[src/rtl/mem_test_sequencer_if.sv]
// Memory master bus between the test sequencer and the memory slave.
// Avalon-MM style: a request is held with a stable address until a cycle
// with mem_waitrequest low; read data returns later on mem_readdatavalid.
interface mem_test_sequencer_if #(
  parameter int unsigned ADDR_W = 25
);
  logic [ADDR_W-1:0] mem_addr;
  logic              mem_write;
  logic              mem_read;
  logic              mem_waitrequest;
  logic              mem_readdatavalid;

  modport master (
    output mem_addr, mem_write, mem_read,
    input  mem_waitrequest, mem_readdatavalid
  );

  modport slave (
    input  mem_addr, mem_write, mem_read,
    output mem_waitrequest, mem_readdatavalid
  );
endinterface

[src/rtl/mem_test_sequencer.sv]
// Memory-check test sequencer: on a start pulse it loads the address
// generator, issues write and/or read transactions per address, steps the
// generator, counts completed addresses and pulses done at the end.
// Optional read-data watchdog: define MEM_SEQ_TIMEOUT_EN to enable it.
module mem_test_sequencer #(
  parameter int unsigned ADDR_W      = 25,
  parameter int unsigned CNT_W       = 32,
  parameter int unsigned TIMEOUT_CYC = 1024
) (
  input  logic                 clk_i,
  input  logic                 rst_n_i,
  input  logic                 test_start_i,
  input  logic [1:0]           test_mode_i,
  input  logic [CNT_W-1:0]     trans_num_i,
  input  logic                 abort_i,
  input  logic [ADDR_W-1:0]    addr_i,
  output logic                 addr_load_o,
  output logic                 next_addr_en_o,
  mem_test_sequencer_if.master mem,
  output logic                 busy_o,
  output logic                 done_o,
  output logic                 timeout_o,
  output logic [CNT_W-1:0]     trans_cnt_o
);

  typedef enum logic [2:0] {
    S_IDLE,
    S_LOAD,
    S_ISSUE,
    S_ISSUE_RD,
    S_WAIT_RD,
    S_STEP,
    S_FINISH
  } state_e;

  // Mode 3 is folded into write-only when latched, so only three remain.
  typedef enum logic [1:0] {
    MODE_WR    = 2'd0,
    MODE_RD    = 2'd1,
    MODE_WR_RD = 2'd2
  } mode_e;

  state_e              state_q, state_d;
  mode_e               mode_q, mode_d;
  logic [CNT_W-1:0]    num_q, num_d;
  logic [CNT_W-1:0]    cnt_q, cnt_d;
  logic [CNT_W-1:0]    cnt_inc;
  logic                abort_q, abort_d;
  logic                timeout_q, timeout_d;
  logic [ADDR_W-1:0]   addr_q, addr_d;
  logic                first_q, first_d;
  logic                wdog_expired;

  logic                addr_load;
  logic                next_addr_en;
  logic                wr_req;
  logic                rd_req;
  logic                done;

  assign cnt_inc = cnt_q + CNT_W'(1);

`ifdef MEM_SEQ_TIMEOUT_EN
  localparam int unsigned WDOG_W = (TIMEOUT_CYC > 1) ? $clog2(TIMEOUT_CYC) : 1;

  logic [WDOG_W-1:0] wdog_q, wdog_d;

  // Watchdog counts cycles spent in WAIT_RD; any other state rearms it.
  always_comb begin
    wdog_d = '0;
    if (state_q == S_WAIT_RD) begin
      wdog_d = wdog_q + WDOG_W'(1);
    end
  end

  // Watchdog register.
  always_ff @(posedge clk_i or negedge rst_n_i) begin
    if (!rst_n_i) begin
      wdog_q <= '0;
    end else begin
      wdog_q <= wdog_d;
    end
  end

  assign wdog_expired = (state_q == S_WAIT_RD) &&
                        (wdog_q == WDOG_W'(TIMEOUT_CYC - 1));
`else
  assign wdog_expired = 1'b0;
`endif

  // Next-state and output decode for the sequencing FSM.
  always_comb begin
    // NOTE: every signal gets a default before the case so no path leaves
    // one unassigned; otherwise synthesis infers a latch.
    state_d      = state_q;
    mode_d       = mode_q;
    num_d        = num_q;
    cnt_d        = cnt_q;
    abort_d      = abort_q;
    timeout_d    = timeout_q;
    addr_d       = addr_q;
    first_d      = 1'b0;
    addr_load    = 1'b0;
    next_addr_en = 1'b0;
    wr_req       = 1'b0;
    rd_req       = 1'b0;
    done         = 1'b0;

    // Abort is remembered and honoured only at the next STEP boundary.
    if (state_q != S_IDLE && abort_i) begin
      abort_d = 1'b1;
    end

    case (state_q)
      S_IDLE: begin
        if (test_start_i) begin
          mode_d    = (test_mode_i == 2'd3) ? MODE_WR : mode_e'(test_mode_i);
          num_d     = trans_num_i;
          cnt_d     = '0;
          timeout_d = 1'b0;
          abort_d   = 1'b0;
          addr_load = 1'b1;
          state_d   = S_LOAD;
        end
      end

      S_LOAD: begin
        if (num_q == '0) begin
          state_d = S_FINISH;
        end else begin
          first_d = 1'b1;
          state_d = S_ISSUE;
        end
      end

      S_ISSUE: begin
        // The generator output is fresh only in the first ISSUE cycle;
        // capture it there and hold it for the rest of the transaction.
        if (first_q) begin
          addr_d = addr_i;
        end
        if (mode_q == MODE_RD) begin
          rd_req = 1'b1;
        end else begin
          wr_req = 1'b1;
        end
        if (!mem.mem_waitrequest) begin
          case (mode_q)
            MODE_RD:    state_d = S_WAIT_RD;
            MODE_WR_RD: state_d = S_ISSUE_RD;
            default:    state_d = S_STEP;
          endcase
        end
      end

      S_ISSUE_RD: begin
        rd_req = 1'b1;
        if (!mem.mem_waitrequest) begin
          state_d = S_WAIT_RD;
        end
      end

      S_WAIT_RD: begin
        if (mem.mem_readdatavalid) begin
          state_d = S_STEP;
        end else if (wdog_expired) begin
          timeout_d = 1'b1;
          state_d   = S_FINISH;
        end
      end

      S_STEP: begin
        cnt_d = cnt_inc;
        if (cnt_inc == num_q || abort_q || abort_i) begin
          state_d = S_FINISH;
        end else begin
          next_addr_en = 1'b1;
          first_d      = 1'b1;
          state_d      = S_ISSUE;
        end
      end

      S_FINISH: begin
        done    = 1'b1;
        state_d = S_IDLE;
      end

      default: begin
        state_d = S_IDLE;
      end
    endcase
  end

  // Sequencer state and latched test configuration.
  always_ff @(posedge clk_i or negedge rst_n_i) begin
    if (!rst_n_i) begin
      state_q   <= S_IDLE;
      mode_q    <= MODE_WR;
      num_q     <= '0;
      cnt_q     <= '0;
      abort_q   <= 1'b0;
      timeout_q <= 1'b0;
      addr_q    <= '0;
      first_q   <= 1'b0;
    end else begin
      // NOTE: non-blocking assignments so every flop samples the values
      // from before this edge, independent of statement order.
      state_q   <= state_d;
      mode_q    <= mode_d;
      num_q     <= num_d;
      cnt_q     <= cnt_d;
      abort_q   <= abort_d;
      timeout_q <= timeout_d;
      addr_q    <= addr_d;
      first_q   <= first_d;
    end
  end

  assign mem.mem_addr    = (state_q == S_ISSUE && first_q) ? addr_i : addr_q;
  assign mem.mem_write   = wr_req;
  assign mem.mem_read    = rd_req;
  assign addr_load_o     = addr_load;
  assign next_addr_en_o  = next_addr_en;
  assign busy_o          = (state_q != S_IDLE);
  assign done_o          = done;
  assign timeout_o       = timeout_q;
  assign trans_cnt_o     = cnt_q;

endmodule
[src/flat_wrapper.sv]
// flat-port wrapper written by rule: the top's interface ports become plain ports
module mem_test_sequencer_flat 
#(
  parameter int unsigned ADDR_W      = 25,
  parameter int unsigned CNT_W       = 32,
  parameter int unsigned TIMEOUT_CYC = 1024
)
  (clk_i, rst_n_i, test_start_i, test_mode_i, trans_num_i, abort_i, addr_i, addr_load_o, next_addr_en_o, busy_o, done_o, timeout_o, trans_cnt_o, mem_mem_addr, mem_mem_write, mem_mem_read, mem_mem_waitrequest, mem_mem_readdatavalid);
  mem_test_sequencer_if #(.ADDR_W(ADDR_W)) mem_i ();
  input  logic clk_i;
  input  logic rst_n_i;
  input  logic test_start_i;
  input  logic [1:0] test_mode_i;
  input  logic [CNT_W-1:0] trans_num_i;
  input  logic abort_i;
  input  logic [ADDR_W-1:0] addr_i;
  output logic addr_load_o;
  output logic next_addr_en_o;
  output logic busy_o;
  output logic done_o;
  output logic timeout_o;
  output logic [CNT_W-1:0] trans_cnt_o;
  output wire logic [$bits(mem_i.mem_addr)-1:0] mem_mem_addr;
  output wire logic [$bits(mem_i.mem_write)-1:0] mem_mem_write;
  output wire logic [$bits(mem_i.mem_read)-1:0] mem_mem_read;
  input wire logic [$bits(mem_i.mem_waitrequest)-1:0] mem_mem_waitrequest;
  input wire logic [$bits(mem_i.mem_readdatavalid)-1:0] mem_mem_readdatavalid;
  assign mem_mem_addr = mem_i.mem_addr;
  assign mem_mem_write = mem_i.mem_write;
  assign mem_mem_read = mem_i.mem_read;
  assign mem_i.mem_waitrequest = mem_mem_waitrequest;
  assign mem_i.mem_readdatavalid = mem_mem_readdatavalid;
  mem_test_sequencer #(.ADDR_W(ADDR_W), .CNT_W(CNT_W), .TIMEOUT_CYC(TIMEOUT_CYC)) u_core (.clk_i(clk_i), .rst_n_i(rst_n_i), .test_start_i(test_start_i), .test_mode_i(test_mode_i), .trans_num_i(trans_num_i), .abort_i(abort_i), .addr_i(addr_i), .addr_load_o(addr_load_o), .next_addr_en_o(next_addr_en_o), .mem(mem_i), .busy_o(busy_o), .done_o(done_o), .timeout_o(timeout_o), .trans_cnt_o(trans_cnt_o));
endmodule
[config.mk]
export PLATFORM = sky130hd
export DESIGN_NAME = mem_test_sequencer_flat
export DESIGN_NICKNAME = d
export VERILOG_FILES = /design/src/rtl/mem_test_sequencer_if.sv /design/src/rtl/mem_test_sequencer.sv /design/src/flat_wrapper.sv
export SDC_FILE = /design/constraint.sdc
export NUM_CORES = 1
export LEC_CHECK = 0
export CAP_MARGIN = 25
export CORE_MARGIN = 4
export CORE_UTILIZATION = 50
export DETAILED_ROUTE_END_ITERATION = 8
export PLACE_DENSITY_LB_ADDON = 0.3
export SLEW_MARGIN = 10
export SYNTH_ARGS = -nofsm -noshare
export SYNTH_HDL_FRONTEND = slang
export SYNTH_SLANG_ARGS = --single-unit
[constraint.sdc]
create_clock -name clk_i -period 8 [get_ports clk_i]
set_input_delay 1.6 -clock clk_i [delete_from_list [all_inputs] [get_ports clk_i]]
set_output_delay 1.6 -clock clk_i [all_outputs]
set_load 0.005 [all_outputs]
==> results.sh <==
export IMPL_outcome="complete, no violations"
export IMPL_synthAdderAreaFrac_pct=0.235
export IMPL_start_util_pct=51.5
export IMPL_cts_buffer_depth=2
export IMPL_grt_start_max_net_pins=69
export IMPL_cts_setup_buffers=0
export IMPL_fin_ws_ps=2020
export IMPL_cts_buffers=9
export IMPL_synthCells=532
export IMPL_ios=129
export IMPL_tns_ps=0
export IMPL_synth_top_cell_area_share_pct=45.2
export IMPL_synth_largest_area_cell="dfrtp_1"
export IMPL_syn_to_final_growth_pct=30.0
export IMPL_required_ps=6400
export IMPL_critPathCaptureType="output port"
export IMPL_seq_area_frac_synth_pct=45.2
export IMPL_synthesis_area_per_instance_sq_um=9.99
export IMPL_hold_buffers=0
export IMPL_placed_area_sq_um=6670
export IMPL_dieWidth_um=111
export IMPL_crit_arrival_ps=4380
export IMPL_synthFlopType="dfrtp_1"
export IMPL_route_vias_total=4709
export IMPL_dpl_hpwl_um=10200
export IMPL_syn_num_nets=598
export IMPL_synth_area_sq_um=5320
export IMPL_nFillCells=785
export IMPL_finalPower_mw=2.01
export IMPL_cts_tree="built"
export IMPL_hp_class="register to register"
export IMPL_design_area_sq_um=6910
export IMPL_yosys_area_share_simple_pct=18.8
export IMPL_period_share_pct=74.7
export IMPL_dieHeight_um=111
export IMPL_clkTransAtPathRegs_ps=100
export IMPL_final_cells=778
export IMPL_drt_first_iter_violations=327
export IMPL_insertion_delay_ps=380
export IMPL_dr_pass1_iters=5
export IMPL_track_usage_pct=23.3
export IMPL_hold_viol=0
export IMPL_numClockSinks=96
export IMPL_synthDistinctLibCells=54
export IMPL_synth_compound_area_share_pct=12.6
export IMPL_slew_headroom_pct=32.3
export IMPL_diodes=0
export IMPL_p_leak_nw=2.70
export IMPL_cts_htree_levels=3
export IMPL_multi_input_area_sq_um=2740
export IMPL_synth_seq_cells=96
export IMPL_place_worst_setup_slack_ps=2530
export IMPL_rsz0062_at_grt="false"
export IMPL_fmax_ghz=0.167
export IMPL_ys_warn_count=0
export IMPL_place_gp_congestion=0.871
export IMPL_dieArea_sq_um=12300
export IMPL_power_density_nw_per_um2=290
export IMPL_peakVddDrop_v=0.000224
export IMPL_final_antenna_net_count=0
export IMPL_synth_most_common_cell="dfrtp_1"
export IMPL_cap_violations=0
export IMPL_worst_slew_pin_slew_ps=1010
export IMPL_fin_nets=704
export IMPL_synth_edff_count=0
export IMPL_synthArstFlopShare_pct=100
export IMPL_route_final_wire_length_um=14200
export IMPL_period_minus_slack_ps=5980
export IMPL_grt_pass1_wl_um=23500
export IMPL_final_util_pct=66.9
export IMPL_ctsResizeCount=0
export IMPL_finalSetupViolations=0
export IMPL_synth_common_cells="96 x dfrtp_1, 57 x mux2_2, 49 x o21ai_0, 30 x nor2_1"
export IMPL_muxShareOfSynthArea_pct=12.8
export IMPL_cp_max_fo=10
export IMPL_drc=0
export IMPL_core_area_sq_um=10300
export IMPL_worstSetupPathType="register to output port"
export IMPL_synth_top_family_by_area="simple AND/OR/NAND/NOR gates"
export IMPL_routedWlPerCell_um=18.3
export IMPL_start_kind="register"
export IMPL_yosys_area_share_xor_xnor_pct=6.73
export IMPL_final_seq_area_sq_um=2400
export IMPL_yosys_top_cells_area="dfrtp_1 45%, mux2_2 12%, o21ai_0 4.6%"
export IMPL_grt_pass1_vias=4745
export IMPL_maxSlewViolCount=0
export IMPL_row_count=37
export IMPL_via_per_inst=6.05
export IMPL_cts_root_buffer="clkbuf_8"
export IMPL_grt_overflow_total=0
export IMPL_drive_gt1_share_pct=15.0
export IMPL_grt_antenna_before_repair=0
export IMPL_finClkSkew_ps=9.80
export IMPL_placed_cells=763
export IMPL_io_buffer_count=127
export IMPL_holdWs_ps=506
[worst max-delay path, cell delays in order (launching register included)]
cell and delay (ps):
dfrtp_1 520, ha_1 320, nand3_2 230, or4_1 700, xnor2_1 230, o211ai_1 100
or4_1 540, or4_1 600, o21ai_2 200, nor2_1 90, clkdlybuf4s50_1 480
[per-layer routing]
layer	global-route usage (%)	share of wire [%]
met5	0	0
met2	36.1	46
met3	8.90	10
met1	30.2	42
met4	7.87	2.1
[cells by family (layout without fill, tap and decap cells)]
| kind of cell | Yosys count | count (layout) |
|---|---|---|
| simple gates | 174 | 174 |
| compound gates | 113 | 113 |
| flops | 96 | 96 |
| mux | 61 | 61 |
| buf+inv | 46 | 156 |
| xor+xnor | 40 | 40 |
| fa+ha+maj | 1 | 1 |
| other cells | 1 | 1 |
[sequential cells by signal (all words and copies together) (netlist names)]
register,cells
u_core.abort_q,1
u_core.addr_q,25
u_core.first_q,1
u_core.mode_q,2
u_core.num_q,32
u_core.state_q,3
u_core.trans_cnt_o,32
[final cells by class]
class	instances	area share [%]
Timing Repair Buffer	135	19.3
Multi-Input combinational cell	390	39.6
Clock inverter	6	1.68
Sequential cell	96	34.8
Inverter	6	0.326
Tap cell	136	2.46
Clock buffer	9	1.79
[where the power goes]
group          switching, mW  leakage (nW)  internal (mW)
registers              0.172          1.23          0.647
logic                  0.345          1.35          0.455
clock network          0.180         0.120          0.208
total                  0.697          2.70           1.31
[cells in the final DEF (no fill, tap or decap), drive strengths merged, types with 8 or more instances in the layout]
cell type and instances:
a21oi 21, a31oi 13, buf 9, clkbuf 9
clkdlybuf4s50 126, dfrtp 96, mux2 57, nand2 28
nand3 16, nand4 23, nor2 30, nor3 12
nor4 17, o21ai 50, o31ai 8, xnor2 27
xor2 13
[worst paths after layout]
path / startpoint / endpoint / slack, ps / cells past startpoint
hold / removal: u_core.addr_q[12] / u_core.addr_q[12] / 510 / 1
max in group asynchronous: rst_n_i / u_core.num_q[0] / 5680 / 2
setup / recovery: u_core.trans_cnt_o[0] / next_addr_en_o / 2020 / 10
min in group asynchronous: rst_n_i / u_core.trans_cnt_o[20] / 1140 / 1
hold reg to reg: u_core.addr_q[12] / u_core.addr_q[12] / 510 / 1
setup reg to reg: u_core.trans_cnt_o[0] / u_core.first_q / 4320 / 9
Power figures use the tool's default switching activity.
